--- src/rtl/fpu_pkg.sv ---
// Shared FPU front-end types and constants.
package fpu_pkg;
   typedef enum logic {OP_ADD = 1'b0, OP_SUB = 1'b1} fpu_op_t;
   localparam int FSUB_LAT = 3;
   localparam int OWNER_W  = 1;
endpackage

--- src/rtl/fpu_rsp_fifo.sv ---
// Per-requester result FIFO; head reads as zero while empty.
module fpu_rsp_fifo #(
   parameter int DEPTH = 2
) (
   input  logic                       clk,
   input  logic                       reset,
   input  logic                       push,
   input  logic [31:0]                push_data,
   input  logic                       pop,
   output logic [31:0]                pop_data,
   output logic [$clog2(DEPTH+1)-1:0] occ
);
   localparam int CW = $clog2(DEPTH + 1);
   localparam int PW = (DEPTH > 1) ? $clog2(DEPTH) : 1;
   localparam logic [CW-1:0] DEPTH_C = CW'(DEPTH);

   logic [31:0]   mem_q [DEPTH];
   logic [PW-1:0] wr_ptr_d, wr_ptr_q, rd_ptr_d, rd_ptr_q;
   logic [CW-1:0] occ_d, occ_q;
   logic          do_pop;

   function automatic logic [PW-1:0] ptr_inc(input logic [PW-1:0] p);
      return (p == PW'(DEPTH - 1)) ? '0 : p + 1'b1;
   endfunction

   always_comb begin
      do_pop   = pop && (occ_q != '0);
      wr_ptr_d = push   ? ptr_inc(wr_ptr_q) : wr_ptr_q;
      rd_ptr_d = do_pop ? ptr_inc(rd_ptr_q) : rd_ptr_q;
      occ_d    = occ_q + CW'(push) - CW'(do_pop);
   end

   always_ff @(posedge clk or negedge reset) begin
      if (!reset) begin
         wr_ptr_q <= '0;
         rd_ptr_q <= '0;
         occ_q    <= '0;
      end else begin
         wr_ptr_q <= wr_ptr_d;
         rd_ptr_q <= rd_ptr_d;
         occ_q    <= occ_d;
      end
   end

   always_ff @(posedge clk) begin
      if (push) mem_q[wr_ptr_q] <= push_data;
   end

   assign pop_data = (occ_q != '0) ? mem_q[rd_ptr_q] : '0;
   assign occ      = occ_q;

   // Credit accounting must make this unreachable.
   a_no_overflow: assert property (@(posedge clk) disable iff (!reset) !(push && (occ_q == DEPTH_C)));
endmodule

--- src/rtl/fsub.sv ---
// Three-stage single-precision subtractor: result = op1 - op2, round-to-nearest-even,
// denormal inputs and results flushed to zero.
module fsub (
   input  logic        clk,
   input  logic        reset,
   input  logic [31:0] op1,
   input  logic [31:0] op2,
   output logic [31:0] result
);
   localparam logic [31:0] QNAN = 32'h7FC0_0000;

   logic [31:0] big, sml, opb;
   logic        sgn_p0_d, sgn_p0_q, sub_p0_d, sub_p0_q, zsg_p0_d, zsg_p0_q, spec_p0_d, spec_p0_q;
   logic [7:0]  exp_p0_d, exp_p0_q, dif_p0_d, dif_p0_q;
   logic [23:0] mb_p0_d, mb_p0_q, ms_p0_d, ms_p0_q;
   logic [31:0] spv_p0_d, spv_p0_q;
   logic [26:0] al, lost;
   logic [27:0] sum_p1_d, sum_p1_q;
   logic        sgn_p1_q, zsg_p1_q, spec_p1_q;
   logic [7:0]  exp_p1_q;
   logic [31:0] spv_p1_q;
   logic [26:0] nrm;
   logic [24:0] rnd;
   logic [22:0] mnt;
   logic        rup;
   int          e, lz;
   logic [31:0] result_d, result_q;

   // p0: negate op2, order operands by magnitude
   always_comb begin
      opb = {~op2[31], op2[30:0]};
      if (opb[30:0] > op1[30:0]) begin
         big = opb;
         sml = op1;
      end else begin
         big = op1;
         sml = opb;
      end
      sgn_p0_d  = big[31];
      sub_p0_d  = big[31] ^ sml[31];
      zsg_p0_d  = big[31] & sml[31];
      exp_p0_d  = big[30:23];
      dif_p0_d  = big[30:23] - sml[30:23];
      mb_p0_d   = (big[30:23] == 8'd0) ? 24'd0 : {1'b1, big[22:0]};
      ms_p0_d   = (sml[30:23] == 8'd0) ? 24'd0 : {1'b1, sml[22:0]};
      spec_p0_d = (big[30:23] == 8'hFF);
      spv_p0_d  = ((big[22:0] != 23'd0) || ((sml[30:0] == big[30:0]) && sub_p0_d)) ? QNAN : big;
   end

   // p1: align the smaller operand with guard/round/sticky, then add or subtract
   always_comb begin
      lost = '0;
      if (dif_p0_q > 8'd26) begin
         al = {26'd0, |ms_p0_q};
      end else begin
         lost = {ms_p0_q, 3'b000} << (8'd27 - dif_p0_q);
         al   = ({ms_p0_q, 3'b000} >> dif_p0_q) | {26'd0, |lost};
      end
      sum_p1_d = sub_p0_q ? ({1'b0, mb_p0_q, 3'b000} - {1'b0, al})
                          : ({1'b0, mb_p0_q, 3'b000} + {1'b0, al});
   end

   // p2: normalise, round, pack
   always_comb begin
      lz  = 0;
      nrm = sum_p1_q[26:0];
      e   = int'(exp_p1_q);
      if (sum_p1_q[27]) begin
         nrm = {sum_p1_q[27:2], sum_p1_q[1] | sum_p1_q[0]};
         e   = int'(exp_p1_q) + 1;
      end else begin
         for (int i = 0; i <= 26; i++) if (sum_p1_q[i]) lz = 26 - i;
         nrm = sum_p1_q[26:0] << lz;
         e   = int'(exp_p1_q) - lz;
      end
      rup = nrm[2] & (nrm[1] | nrm[0] | nrm[3]);
      rnd = {1'b0, nrm[26:3]} + {24'd0, rup};
      mnt = rnd[24] ? rnd[23:1] : rnd[22:0];
      if (rnd[24]) e = e + 1;
      if (spec_p1_q)               result_d = spv_p1_q;
      else if (sum_p1_q == 28'd0)  result_d = {zsg_p1_q, 31'd0};
      else if (e >= 255)           result_d = {sgn_p1_q, 8'hFF, 23'd0};
      else if (e <= 0)             result_d = {sgn_p1_q, 31'd0};
      else                         result_d = {sgn_p1_q, e[7:0], mnt};
   end

   always_ff @(posedge clk) begin
      sgn_p0_q  <= sgn_p0_d;
      sub_p0_q  <= sub_p0_d;
      zsg_p0_q  <= zsg_p0_d;
      spec_p0_q <= spec_p0_d;
      exp_p0_q  <= exp_p0_d;
      dif_p0_q  <= dif_p0_d;
      mb_p0_q   <= mb_p0_d;
      ms_p0_q   <= ms_p0_d;
      spv_p0_q  <= spv_p0_d;
      sum_p1_q  <= sum_p1_d;
      sgn_p1_q  <= sgn_p0_q;
      zsg_p1_q  <= zsg_p0_q;
      spec_p1_q <= spec_p0_q;
      exp_p1_q  <= exp_p0_q;
      spv_p1_q  <= spv_p0_q;
   end

   always_ff @(posedge clk or negedge reset) begin
      if (!reset) result_q <= '0;
      else        result_q <= result_d;
   end

   assign result = result_q;
endmodule

--- src/rtl/fpu_addsub_share.sv ---
// Shares one fsub pipeline between two requesters with round-robin issue, a valid/owner
// tracker and credit-limited per-requester result FIFOs.
module fpu_addsub_share
   import fpu_pkg::*;
#(
   parameter int DEPTH = 2,
   parameter int LAT   = FSUB_LAT
) (
   input  logic        clk,
   input  logic        reset,
   input  logic        req0_valid,
   output logic        req0_ready,
   input  fpu_op_t     req0_op,
   input  logic [31:0] req0_a,
   input  logic [31:0] req0_b,
   input  logic        req1_valid,
   output logic        req1_ready,
   input  fpu_op_t     req1_op,
   input  logic [31:0] req1_a,
   input  logic [31:0] req1_b,
   output logic        rsp0_valid,
   input  logic        rsp0_ready,
   output logic [31:0] rsp0_data,
   output logic        rsp1_valid,
   input  logic        rsp1_ready,
   output logic [31:0] rsp1_data,
   output logic        busy
);
   localparam int CW = $clog2(DEPTH + 1);
   localparam logic [CW:0] DEPTH_C = (CW+1)'(DEPTH);

   typedef struct packed {
      logic               vld;
      logic [OWNER_W-1:0] owner;
   } trk_t;

   trk_t          trk_d [LAT];
   trk_t          trk_q [LAT];
   logic          last_grant_d, last_grant_q;
   logic [CW-1:0] inflight0_d, inflight0_q, inflight1_d, inflight1_q;
   logic [CW-1:0] occ0, occ1;
   logic [CW:0]   cnt0, cnt1;
   logic          elig0, elig1, grant0, grant1, grant_any;
   logic          push0, push1, any_vld;
   logic [31:0]   fs_op1, fs_op2, fs_res, sel_b;

   assign cnt0  = {1'b0, occ0} + {1'b0, inflight0_q};
   assign cnt1  = {1'b0, occ1} + {1'b0, inflight1_q};
   assign elig0 = reset && req0_valid && (cnt0 < DEPTH_C);
   assign elig1 = reset && req1_valid && (cnt1 < DEPTH_C);

   // Arbitration and operand steering; add is issued as a - (-b).
   always_comb begin
      if (elig0 && elig1) begin
         grant0 = last_grant_q;
         grant1 = ~last_grant_q;
      end else begin
         grant0 = elig0;
         grant1 = elig1;
      end
      grant_any    = grant0 | grant1;
      last_grant_d = grant_any ? grant1 : last_grant_q;
      fs_op1       = '0;
      fs_op2       = '0;
      sel_b        = grant1 ? req1_b : req0_b;
      if (grant_any) begin
         fs_op1 = grant1 ? req1_a : req0_a;
         fs_op2 = ((grant1 ? req1_op : req0_op) == OP_SUB) ? sel_b : {~sel_b[31], sel_b[30:0]};
      end
   end

   always_comb begin
      trk_d[0].vld   = grant_any;
      trk_d[0].owner = OWNER_W'(grant1);
      for (int i = 1; i < LAT; i++) trk_d[i] = trk_q[i-1];
      push0       = trk_q[LAT-1].vld && (trk_q[LAT-1].owner == '0);
      push1       = trk_q[LAT-1].vld && (trk_q[LAT-1].owner != '0);
      inflight0_d = inflight0_q + CW'(grant0) - CW'(push0);
      inflight1_d = inflight1_q + CW'(grant1) - CW'(push1);
      any_vld     = 1'b0;
      for (int i = 0; i < LAT; i++) any_vld = any_vld | trk_q[i].vld;
   end

   always_ff @(posedge clk or negedge reset) begin
      if (!reset) begin
         for (int i = 0; i < LAT; i++) trk_q[i] <= '0;
         last_grant_q <= 1'b1;
         inflight0_q  <= '0;
         inflight1_q  <= '0;
      end else begin
         for (int i = 0; i < LAT; i++) trk_q[i] <= trk_d[i];
         last_grant_q <= last_grant_d;
         inflight0_q  <= inflight0_d;
         inflight1_q  <= inflight1_d;
      end
   end

   fsub u_fsub (
      .clk    (clk),
      .reset  (reset),
      .op1    (fs_op1),
      .op2    (fs_op2),
      .result (fs_res)
   );

   fpu_rsp_fifo #(.DEPTH(DEPTH)) u_fifo0 (
      .clk       (clk),
      .reset     (reset),
      .push      (push0),
      .push_data (fs_res),
      .pop       (rsp0_ready),
      .pop_data  (rsp0_data),
      .occ       (occ0)
   );

   fpu_rsp_fifo #(.DEPTH(DEPTH)) u_fifo1 (
      .clk       (clk),
      .reset     (reset),
      .push      (push1),
      .push_data (fs_res),
      .pop       (rsp1_ready),
      .pop_data  (rsp1_data),
      .occ       (occ1)
   );

   assign req0_ready = grant0;
   assign req1_ready = grant1;
   assign rsp0_valid = (occ0 != '0);
   assign rsp1_valid = (occ1 != '0);
   assign busy       = any_vld || rsp0_valid || rsp1_valid;
endmodule

--- config.mk ---
export PLATFORM = sky130hd
export DESIGN_NAME = fpu_addsub_share
export DESIGN_NICKNAME = d
export VERILOG_FILES = /design/src/rtl/fpu_pkg.sv /design/src/rtl/fpu_rsp_fifo.sv /design/src/rtl/fsub.sv /design/src/rtl/fpu_addsub_share.sv
export SDC_FILE = /design/constraint.sdc
export NUM_CORES = 1
export LEC_CHECK = 0
export ABC_AREA = 1
export CORE_MARGIN = 2
export CORE_UTILIZATION = 63
export CTS_BUF_LIST = sky130_fd_sc_hd__clkbuf_16
export DETAILED_ROUTE_END_ITERATION = 10
export PLACE_DENSITY_LB_ADDON = 0.08
export SLEW_MARGIN = 0
export SYNTH_ARGS = -nofsm -noshare
export SYNTH_HDL_FRONTEND = slang
export SYNTH_SLANG_ARGS = --single-unit
export TNS_END_PERCENT = 50
--- constraint.sdc ---
create_clock -name clk -period 13.8 [get_ports clk]
set_clock_uncertainty 0.05 [all_clocks]
set_input_delay 2.76 -clock clk [delete_from_list [all_inputs] [get_ports clk]]
set_output_delay 2.76 -clock clk [all_outputs]
set_load 0.02 [all_outputs]
==> impl_metrics.tcl <==
set metrics [dict create \
    ys_ff_latch 350 \
    arrival_ns 9.38 \
    ys.flop_type "dfxtp_1" \
    period_minus_slack_ns 9.05 \
    relSlewSlack_pct 19.4 \
    cts_hold_buf 0 \
    hold_viol 0 \
    cts_buffers 34 \
    synth_area_per_cell_um2 7.14 \
    antenna_cells 0 \
    cp_slowest_cell "inv_1" \
    drt_first_pass_iters 6 \
    rr_startpoint "u_fifo0.occ[0]$_DFF_PN0_" \
    grt_pass1_vias 20704 \
    dp_hpwl_um 46900 \
    cts.sinks 350 \
    syn_inst 3045 \
    yosysSeqAreaShare_pct 39.3 \
    path_class "input port to register" \
    drive_gt1_share_pct 4.18 \
    gr-usage-met3_pct 3.60 \
    crit_required_ns 14.13 \
    period_share_pct 65.6 \
    ioPinCount 205 \
    grt_overflow 0 \
    multi_input_area_um2 11500 \
    wl_um 66600 \
    wl_per_cell_um 18.1 \
    slew_viol_final 0 \
    slowest_delay_ns 0.55 \
    place.gp.congestion 1.02 \
    die_h_um 190 \
    cts_tree "built" \
    grt_usage_pct 37.0 \
    ys_warn_count 0 \
    antenna_found_initial 0 \
    max_freq_ghz 0.111 \
    fin_setup_tns_ns 0 \
    die_area_um2 36000 \
    area_growth_pct 15.7 \
    start_util_pct 63.4 \
    critical_path_buf_inv_count 10 \
    worst_pin_slew_ns 1.21 \
    crit_family "buffers and inverters" \
    grt_max_degree 97 \
    syn_area_um2 21700 \
    grt_use_met1_pct 43.6 \
    async_reset_ff_share_pct 14.6 \
    cts_resized 0 \
    final_area_um2 25100 \
    cp_max_fo 78 \
    dieWidth_um 190 \
    post-cts-setup-buffers 0 \
    hold_path_class "register to register" \
    cts-root-buf "clkbuf_16" \
    vias 21445 \
    startpoint "reset" \
    htreeDepth 2 \
    drc_errors 0 \
    rsz0062_at_grt "no" \
    path_clk_slew_ns 0.07 \
    final_cell_mix "nand2_1 (934), inv_1 (327), nand3_1 (273)" \
    use_met2_pct 67.4 \
    setup_viol 0 \
    final_common_cell "nand2_1" \
    cap_violations 0 \
    fp-row-count 68 \
    fin_nets 3444 \
    viasPerCell 5.82 \
    synth_edf_count 128 \
    clk_latency_ns 0.53 \
    drt_iter0_drc 2112 \
    antenna_left 0 \
    start_kind "input port" \
    hp-start "u_fsub.spv_p0_q[1]$_SDFF_PP0_" \
    core_um2 34300 \
    synth_cell_types 67 \
    cts_buffer_depth 3 \
    end_kind "register" \
    placed_area_um2 24100 \
    fillers 2627 \
    regArea_um2 8540 \
    grt_pass1_wl_um 106000 \
    status "complete, no violations" \
    grt.busiest_layer "met2" \
    port_buffers 204 \
]
## sequential cells by signal, summed over array words and instances (netlist names), 2 cells and up
signal           count
u_fsub.dif_p0_q      8
inflight0_q          2
u_fsub.result       32
u_fsub.mb_p0_q      24
u_fifo1.mem_q       64
u_fsub.exp_p1_q      8
u_fsub.spv_p0_q     32
trk_d                4
u_fsub.spv_p1_q     32
u_fsub.exp_p0_q      8
u_fsub.sum_p1_q     28
inflight1_q          2
u_fifo0.occ          2
u_fifo1.occ          2
u_fsub.ms_p0_q      24
u_fifo0.mem_q       64
trk_q                2
## metal layers
layer / up-vias / routed length [um]
met2: 1002 / 34100
li1: 10302 / -
met1: 9957 / 25200
met3: 184 / 4120
met5: - / 0
met4: 0 / 3190
## through the flow
stage | hold slack (ns) | utilization (%) | setup slack (ns) | std cells
2_1_floorplan | 0.260 | - | 6.07 | 3066
3_3_place_gp | 0.260 | 70.3 | 4.53 | 3620
3_5_place_dp | 0.262 | 70.3 | 4.32 | 3620
4_1_cts | 0.262 | 73.3 | 4.83 | 3682
5_1_grt | 0.263 | 73.3 | 3.94 | 3682
6_report | 0.258 | 73.3 | 4.75 | 3682
## cell usage after synthesis, types with 6 or more instances
| cell | instances | area, um^2 |
|---|---|---|
| nor4_1 | 16 | 100 |
| o21a_1 | 9 | 67.6 |
| a21oi_1 | 186 | 931 |
| nor2_1 | 232 | 871 |
| or2_2 | 20 | 125 |
| o31ai_1 | 9 | 67.6 |
| nand3_1 | 273 | 1370 |
| a31oi_1 | 8 | 50.1 |
| buf_6 | 7 | 78.8 |
| o211ai_1 | 28 | 210 |
| inv_1 | 315 | 1180 |
| nor3_1 | 23 | 115 |
| xnor2_1 | 23 | 201 |
| o21ai_0 | 177 | 886 |
| buf_1 | 14 | 52.6 |
| ha_1 | 103 | 1290 |
| o22ai_1 | 7 | 43.8 |
| nand2_1 | 936 | 3510 |
| clkinv_1 | 6 | 22.5 |
| xor2_1 | 49 | 429 |
| inv_2 | 7 | 26.3 |
| o21ai_1 | 6 | 30.0 |
| mux2i_1 | 13 | 130 |
| nand4_1 | 36 | 225 |
| edfxtp_1 | 128 | 3840 |
| dfrtp_1 | 50 | 1250 |
| clkbuf_1 | 107 | 402 |
| dfxtp_1 | 171 | 3420 |
## logic make-up after synthesis
group | synth area share [%]
xor+xnor | 2.90
compound gates | 12.3
mux | 0.599
fa+ha+maj | 6.30
buf+inv | 8.25
simple gates | 30.3
other cells | 0.0173
flops | 39.3
## final timing paths
check                                                endpoint  slack [ns]  depth (start not counted)
worst max-delay path            u_fsub.mb_p0_q[10]$_SDFF_PN0_        4.75                         30
worst min-delay path               u_fsub.spv_p1_q[1]$_DFF_P_        0.26                          0
worst max register to register  u_fsub.mb_p0_q[10]$_SDFF_PN0_        6.60                         30
worst min register to register     u_fsub.spv_p1_q[1]$_DFF_P_        0.26                          0
max in group asynchronous         u_fsub.result[13]$_DFF_PN0_       10.92                          2
min in group asynchronous            inflight1_q[0]$_DFF_PN0_        2.29                          2
## final cells by class
type	count	share of cell area, %
Inverter	328	4.90
Tap cell	455	2.26
Clock inverter	27	0.736
Sequential cell	350	34.0
Clock buffer	35	3.48
Multi-Input combinational cell	2255	45.7
Timing Repair Buffer	232	8.94
Power is not shown: default switching activity piles up to over one toggle a cycle in this logic, so the estimate is an artifact.
